==> src/rtl/serial_add_ctrl.sv <==
// Bit-serial adder/subtractor: one full-adder stage walks the operands LSB first,
// taking WIDTH cycles per operation, with results held stable between operations.
module serial_add_ctrl #(
    parameter int WIDTH = 24
) (
    input  logic             clk,
    input  logic             rst_n,
    input  logic             start,
    input  logic             sub,
    input  logic             cin,
    input  logic [WIDTH-1:0] a,
    input  logic [WIDTH-1:0] b,
    output logic             busy,
    output logic             done,
    output logic [WIDTH-1:0] sum,
    output logic             cout,
    output logic             ovf
);

    localparam int CW = $clog2(WIDTH);
    localparam logic [CW-1:0] LAST_BIT = CW'(WIDTH - 1);

    typedef enum logic [1:0] {
        IDLE = 2'd0,
        RUN  = 2'd1,
        DONE = 2'd2
    } state_t;

    state_t           state_reg, state_next;
    logic [WIDTH-1:0] a_reg, b_reg, shift_reg, sum_reg;
    logic [CW-1:0]    cnt_reg;
    logic             carry_reg, cout_reg, ovf_reg;

    logic             fa_sum, fa_carry, last_bit;

    // The single full-adder stage shared by every bit position.
    assign fa_sum   = a_reg[0] ^ b_reg[0] ^ carry_reg;
    assign fa_carry = (a_reg[0] & b_reg[0]) | (a_reg[0] & carry_reg) | (b_reg[0] & carry_reg);
    assign last_bit = (state_reg == RUN) && (cnt_reg == LAST_BIT);

    always_ff @(posedge clk or negedge rst_n) begin
        if (!rst_n) begin
            state_reg <= IDLE;
        end else begin
            state_reg <= state_next;
        end
    end

    always_comb begin
        state_next = state_reg;
        case (state_reg)
            IDLE:    if (start) state_next = RUN;
            RUN:     if (last_bit) state_next = DONE;
            DONE:    state_next = IDLE;
            default: state_next = IDLE;
        endcase
    end

    always_ff @(posedge clk or negedge rst_n) begin
        if (!rst_n) begin
            a_reg     <= '0;
            b_reg     <= '0;
            shift_reg <= '0;
            sum_reg   <= '0;
            cnt_reg   <= '0;
            carry_reg <= 1'b0;
            cout_reg  <= 1'b0;
            ovf_reg   <= 1'b0;
        end else begin
            case (state_reg)
                IDLE: begin
                    if (start) begin
                        // Subtraction is a + ~b + 1, so invert B and force the carry.
                        a_reg     <= a;
                        b_reg     <= sub ? ~b : b;
                        carry_reg <= sub ? 1'b1 : cin;
                        cnt_reg   <= '0;
                    end
                end
                RUN: begin
                    shift_reg <= {fa_sum, shift_reg[WIDTH-1:1]};
                    a_reg     <= a_reg >> 1;
                    b_reg     <= b_reg >> 1;
                    carry_reg <= fa_carry;
                    if (last_bit) begin
                        // carry_reg here is the carry into the MSB.
                        sum_reg  <= {fa_sum, shift_reg[WIDTH-1:1]};
                        cout_reg <= fa_carry;
                        ovf_reg  <= carry_reg ^ fa_carry;
                        cnt_reg  <= '0;
                    end else begin
                        cnt_reg <= cnt_reg + 1'b1;
                    end
                end
                default: ;
            endcase
        end
    end

    assign busy = (state_reg != IDLE);
    assign done = (state_reg == DONE);
    assign sum  = sum_reg;
    assign cout = cout_reg;
    assign ovf  = ovf_reg;

endmodule

==> config.mk <==
export PLATFORM = sky130hd
export DESIGN_NAME = serial_add_ctrl
export DESIGN_NICKNAME = d
export VERILOG_FILES = /design/src/rtl/serial_add_ctrl.sv
export SDC_FILE = /design/constraint.sdc
export NUM_CORES = 1
export LEC_CHECK = 0
export CORE_AREA = 2 2 106 108
export CTS_BUF_LIST = sky130_fd_sc_hd__clkbuf_8
export DETAILED_ROUTE_END_ITERATION = 7
export DIE_AREA = 0 0 108 110
export DONT_BUFFER_PORTS = 1
export PLACE_DENSITY_LB_ADDON = 0.08
export SYNTH_ARGS = -nofsm -noshare
export SYNTH_HDL_FRONTEND = slang
export SYNTH_SLANG_ARGS = --single-unit
export TNS_END_PERCENT = 30
==> constraint.sdc <==
create_clock -name clk -period 4 [get_ports clk]
set_input_delay 0.6 -clock clk [delete_from_list [all_inputs] [get_ports clk]]
set_output_delay 0.6 -clock clk [all_outputs]
set_load 0.02 [all_outputs]
Word level (Yosys, flattened, before mapping)
Cells that the tools add are included.
{"block": "classes", "n_addsub": 1, "eq_ne": 5, "muxes": 14, "n_bitwise": 9, "n_reduce_logical": 7}
{"op": "$pmux W24 S2", "count": 2}
{"op": "$mux W24", "count": 3}
{"op": "$not A24 Y24", "count": 1}
{"op": "$mux W5", "count": 2}
{"op": "$pmux W5 S2", "count": 1}
{"op": "$reduce_and A2 Y1", "count": 3}
{"op": "$add A5 B1 Y5 const B", "count": 1}
{"op": "$eq A5 B5 Y1 const B", "count": 1}
{"op": "$mux W2", "count": 2}
{"op": "$ne A2 B2 Y1 const B", "count": 2}
{"op": "$pmux W2 S2", "count": 1}
{"op": "$reduce_bool A2 Y1", "count": 2}
{"op": "$and A1 B1 Y1", "count": 3}
{"op": "$xor A1 B1 Y1", "count": 3}
{"op": "$eq A2 B1 Y1 const B", "count": 1}
{"op": "$eq A2 B2 Y1 const B", "count": 1}
{"op": "$logic_not A2 Y1", "count": 1}
{"op": "$mux W1", "count": 2}
{"op": "$or A1 B1 Y1", "count": 2}
{"op": "$pmux W1 S2", "count": 1}
{"op": "$logic_and A1 B1 Y1", "count": 1}
{"block": "word_totals", "regBits": 106, "elab_cells": 45}

Depth between registers and ports, before layout
Gate-level depths: netlist of run 1.
{"block": "logic_depth", "word_depth": 4, "depth_mapped": 6, "depth_no_buf": 4}

Worst setup path before layout of run 1
No wires, ideal clock.
{"block": "synth_path", "path_type": "register to output", "start": "register state_reg[0]", "end": "output busy", "arrival_time_ns": 1.074, "t_required_ns": 3.400, "path_slack_ns": 2.326, "path_stages_with_launch": 4, "n_path_buf": 2, "cell_sequence": "dfrtp_1 -> buf_2 -> buf_2 -> or2_2"}
{"block": "synth_between", "elab_chain_len": 1}
{"element": "from (decl)", "line_no": "29", "source": "state_t state_reg, state_next;"}
{"element": "from (signal assigned)", "line_no": "45", "source": "state_reg <= state_next;"}
{"element": "$reduce_bool A2 Y1", "line_no": "100", "source": "assign busy = (state_reg != IDLE);"}
{"element": "to (decl)", "line_no": "13", "source": "output logic busy,"}
Every way passes these cells.

Worst setup path in the final report of run 1
{"block": "layout_path", "start": "register state_reg[1]", "end": "register sum_reg[3] (netlist: sum[3])"}
{"block": "layout_between", "elab_chain_len": 3}
{"element": "$eq A2 B1 Y1 (*)", "line_no": "39, 70"}
{"element": "$logic_and A1 B1 Y1", "line_no": "39", "source": "assign last_bit = (state_reg == RUN) && (cnt_reg == LAST_BIT);"}
{"element": "$reduce_and A2 Y1 (no source line) (*)"}
{"element": "to (signal assigned)", "line_no": "87", "source": "sum_reg <= {fa_sum, shift_reg[WIDTH-1:1]};"}
{"element": "to (decl)", "line_no": "30", "source": "logic [WIDTH-1:0] a_reg, b_reg, shift_reg, sum_reg;"}
Mark *: on every way between the ends. The rest lies on a longest branch, timed or not.
A chain may end at the register's enable or synchronous reset.

==> flow_summary.ini, run 1 <==
[placed_design]
port_buffers = 0
dp.cells = 548
pre_cts_slack_ns = 1.19
dp.final_hpwl_um = 5790
gp_congestion = 0.687

[global_route]
grt_start_max_net_pins = 106
gr-total-overflow = 0
grt_usage_pct = 16.7
grt_pass1_wl_um = 15400
antenna_found_initial = 0
grt_pass1_vias = 3063

[cts]
ctsHtreeMaxLevel = 3
path_clk_slew_ns = 0.10
clk_path_buf_depth = 2
clk_latency_ns = 0.38
cts_buffers = 9
cts_tree = done
clkSinkCount = 105
cts_resized = 0
root_buffer = clkbuf_8

[setup_path]
path_max_fanout = 58
worstPathArrival_ns = 3.05
path_class = reg2reg
path_cells = nand2b_1 > nor2_8 > mux2_2
crit_path_start_kind = flip-flop
cpMaxStageDelayCell = nand2b_1
max_stage_delay_ns = 0.79
worstPathRequired_ns = 4.26
crit_path_end_kind = flip-flop

[synthesis]
yosys.area.top_type_share_pct = 55.7
syn_avg_cell_area_sq_um = 10.7
netlist_area_sq_um = 4720
syn_inst = 440
ys_top_cells_by_area = dfrtp_1 56%, nand2_1 9.8%, a22oi_1 6.7%, mux2_4 6.0%, o21ai_0 5.5%
synth_nets = 495
synth_seq_cells = 105
yosysWarnings = 0
yosysUniqueCellTypes = 31
synth_top_area_cell = dfrtp_1
yosysSeqAreaShare_pct = 55.7

[floorplanning]
start_util_pct = 44.1
core-area_sq_um = 10700
rows = 38
die_w_um = 108
die_h_um = 110
ioPinCount = 81
die-area_sq_um = 11900

[power]
p_total_uw = 3460
powerDensity_nw_per_um2 = 694
vdd_drop_max_v = 0.000324
p_leak_uw = 0.00229

[routing]
wl_per_cell_um = 16.7
drt_wl_total_um = 9480
ant_nets = 0
vias = 3019
vias_per_cell = 5.33
dr.pass1.iters = 4
first_iter_violations = 191
drc = 0

[timing]
skew_ns = 0.0120
hold_violations = 0
min_period_ns = 2.79
rsz0062_at_grt = false
max_slew_margin_pct = 30.4
setup_viol = 0
tightest_slew_ns = 1.04
setup_tns_ns = 0
fin_crit_sh_pct = 69.7
slew_violations = 0
fin_ws_ns = 1.21
timing.fmax_ghz = 0.358

[cells_and_area]
fin_util_pct = 46.7
final_common_cell = nand2_1
post_layout_nonfiller_instances = 566
nets = 475
layout_common_cells = 123 x nand2_1, 103 x dfrtp_1, 52 x o21ai_0
drive_gt1_share_pct = 12.5
synthToLayoutAreaGrowth_pct = 5.84

[outcome]
outcome = finished, final reports clean

[hold_path]
holdCritPathClass = in2async

[run]
maxCapViolations = 0
[report_power, final]
part	total (uW)	internal, uW	switching, uW
Sequential	1930	1470	452
Combinational	793	408	386
Clock	742	372	370
[path summary, 6_finish.rpt]
path	start	to	slack (ns)	cells past startpoint
worst max-delay path	state_reg[1]	sum[3]	1.21	3
worst min-delay path	rst_n	sum[6]	0.14	1
worst max register to register	state_reg[1]	sum[3]	1.21	3
worst min register to register	shift_reg[1]	shift_reg[1]	0.49	2
max in group asynchronous	rst_n	state_reg[0]	3.43	1
min in group clk	b[23]	b_reg[23]	0.42	2
[cells in the mapped netlist (all sizes together)]
library cell	n
buf	24
dfrtp	105
nor2b	3
nor2	3
a22o	3
o21a	1
nand2	123
o31ai	1
xor2	25
inv	1
fa	1
a41o	1
or2	1
nand4b	1
o21ai	52
xnor2	1
mux2	27
nand3	1
nand2b	2
a21boi	1
a21oi	4
and3b	4
o21bai	1
a2bb2oi	1
ha	1
a22oi	42
clkbuf	10
[what timing repair did]
item / 4_1_cts / 5_1_grt
hold buffers: 1 / 0
hold endpoints to repair: 105 / 0
setup buffers: 0 / 0
[routing by layer]
layer  vias to the layer above  global-route usage [%]  part of all wire (%)
met2                        77                    26.7                    46
li1                       1459                       -                     -
met1                      1477                    21.1                    47
met4                         0                    5.49                  0.93
met3                         6                    6.00                   6.3
met5                         -                       0                     0
[logic make-up after synthesis]
family	after synthesis	synth area share (%)
mux	27	7.96
xor+xnor	26	4.83
buf+inv	35	4.17
fa+ha+maj	2	0.690
flops	105	55.7
simple gates	138	12.3
compound gates	107	14.3
[critical path, delay by kind of cell (launching register included)]
| family | cells | cell delay (ns) |
|---|---|---|
| flip-flops | 1 | 0.75 |
| multiplexers | 1 | 0.40 |
| AND/OR/NAND/NOR | 2 | 1.52 |
[area by class of cell]
class,instances,area [sq um]
diodes,1,2.50
clock buffers,10,138
clock inverters,6,90.1
fillers,983,5710
inverters,1,3.75
multi-input cells,300,1910
flip-flops and latches,105,2630
well taps,140,175
repair buffers,3,42.5
[metrics by stage]
stage          area [sq um]  hold slack [ns]
6_report               4990            0.142
5_1_grt                4990            0.180
4_1_cts                4990            0.166
3_3_place_gp           4730            0.308
3_5_place_dp           4730            0.307
2_1_floorplan          4720            0.304
(Power assumes the default switching activity.)
==> run 2: changes to the inputs <==
==> constraint.sdc (replaced) <==
create_clock -name clk -period 2.5 [get_ports clk]
set_input_delay 0.375 -clock clk [delete_from_list [all_inputs] [get_ports clk]]
set_output_delay 0.375 -clock clk [all_outputs]
set_load 0.02 [all_outputs]
==> run 2 against run 1 <==
  * The flow now finishes with violations (hold timing)
  * Critical path depth is 1 lower
  * Flip-flop and latch count stayed put
  * Power is 57% higher
  * Clock power is 51% higher
  * Sequential share of layout area is 0.053 points lower
  * Final cell count is 0.53% higher
  * Largest cell class unchanged
==> flow_summary.ini, run 2 (synthesized netlist as in run 1, its figures left out) <==
[cts]
ctsHtreeMaxLevel = 3
cts_resized = 0
clkSinkCount = 105
root_buffer = clkbuf_8
path_clk_slew_ns = 0.11
clk_path_buf_depth = 2
cts_buffers = 9
cts_tree = done
clk_latency_ns = 0.37

[timing]
timing.fmax_ghz = 0.494
tightest_slew_ns = 0.615
slew_violations = 0
fin_crit_sh_pct = 81.0
skew_ns = 0.0203
holdWs_ns = -0.317
setup_viol = 0
setup_tns_ns = 0
max_slew_margin_pct = 58.9
hold_violations = 105
min_period_ns = 2.03
rsz0062_at_grt = false

[setup_path]
regToRegEndpoint = sum[3]
crit_path_end_kind = output pin
worstPathArrival_ns = 1.65
worstPathRequired_ns = 2.12
r2r_start = cnt_reg[0]
path_max_fanout = 56
r2r.worst_path.cells = 4
path_class = reg2out
r2r_setup_slack_ns = 0.65
max_stage_delay_ns = 0.45
path_cells = buf_4 > nor2b_1
crit_path_start_kind = flip-flop
cpMaxStageDelayCell = buf_4

[routing]
drt_wl_total_um = 9220
drc = 0
ant_nets = 0
first_iter_violations = 221
dr.pass1.iters = 4
vias = 3031
wl_per_cell_um = 16.2
vias_per_cell = 5.33

[global_route]
gr-total-overflow = 0
grt_pass1_wl_um = 15200
grt_usage_pct = 16.3
antenna_found_initial = 0
grt_start_max_net_pins = 106
grt_pass1_vias = 2935

[cells_and_area]
synthToLayoutAreaGrowth_pct = 5.94
final_common_cell = nand2_1
nets = 479
drive_gt1_share_pct = 13.5
layout_common_cells = 123 x nand2_1, 103 x dfrtp_1, 52 x o21ai_0
diodes = 0
fillCellCount = 998
post_layout_nonfiller_instances = 569

[power]
p_clk_share_pct = 20.5
power.share.sequential_pct = 55.9
p_sw_share_pct = 35.4
combinationalPowerShare_pct = 23.5
vdd_drop_max_v = 0.000514
p_sw_uw = 1930
p_int_uw = 3520
powerDensity_nw_per_um2 = 1090
p_leak_uw = 0.00229

[floorplanning]
rows = 38
die_h_um = 110
die_w_um = 108
start_util_pct = 44.1
die-area_sq_um = 11900
core-area_sq_um = 10700
ioPinCount = 81

[outcome]
violations = hold timing
outcome = finished, violations left

[placed_design]
dp.cells = 553
dp.final_hpwl_um = 5680
port_buffers = 0
gp_congestion = 0.700

[hold_path]
holdCritPathClass = in2async

[run]
maxCapViolations = 0
-- run 2: through the flow --
stage	util [%]	cell area, sq um	setup WS [ns]	total power, uW
final	46.7	5000	0.475	5450
after detailed placement	44.7	4780	0.628	4400
after global placement	44.7	4780	0.662	4330
after floorplan	-	4720	0.950	4050
after CTS	46.7	5000	0.434	5520
after global routing	46.7	5000	0.341	5880
-- run 2: timing repair --
action	in CTS	in global routing
setup buffers	0	0
setup endpoints to repair	0	0
endpoints found under the hold margin	105	105
-- run 2: metal layers --
metal,track usage (%),share of wire (%),vias up
met1,22.7,46,1492
li1,-,-,1458
met3,6.06,6.5,7
met2,24.2,47,74
met4,3.85,0.80,0
met5,0,0,-
-- run 2: worst max-delay path by stage --
stage / startpoint / to / slack, ns / cells past startpoint
global route: state_reg[1] / done / 0.34 / 2
finish: state_reg[1] / done / 0.47 / 2
CTS: state_reg[1] / done / 0.43 / 2
detailed placement: cnt_reg[0] / sum[2] / 0.63 / 4
floorplan: cnt_reg[0] / sum[10] / 0.95 / 5
global placement: state_reg[0] / sum[3] / 0.66 / 3
-- run 2: worst max-delay path: cells and delay by family (launching register included) --
kind / cells / cell delay [ns]
buf+inv: 1 / 0.45
flops: 1 / 0.39
simple gates: 1 / 0.43
-- run 2: power groups by stage --
stage / sequential, uW / clock (uW) / combinational [uW]
global placement: 3070 / 0 / 1260
finish: 3050 / 1120 / 1280
detailed placement: 3100 / 0 / 1310
floorplan: 2920 / 0 / 1130
global route: 3150 / 1240 / 1490
CTS: 3060 / 1150 / 1300
-- run 2: final cells by class --
class	count	area [sq um]	area share, %
clock inverters	7	88.8	1.78
multi-input cells	300	1910	38.2
well taps	140	175	3.51
repair buffers	7	65.1	1.30
flip-flops and latches	105	2630	52.6
clock buffers	9	124	2.48
inverters	1	3.75	0.0751
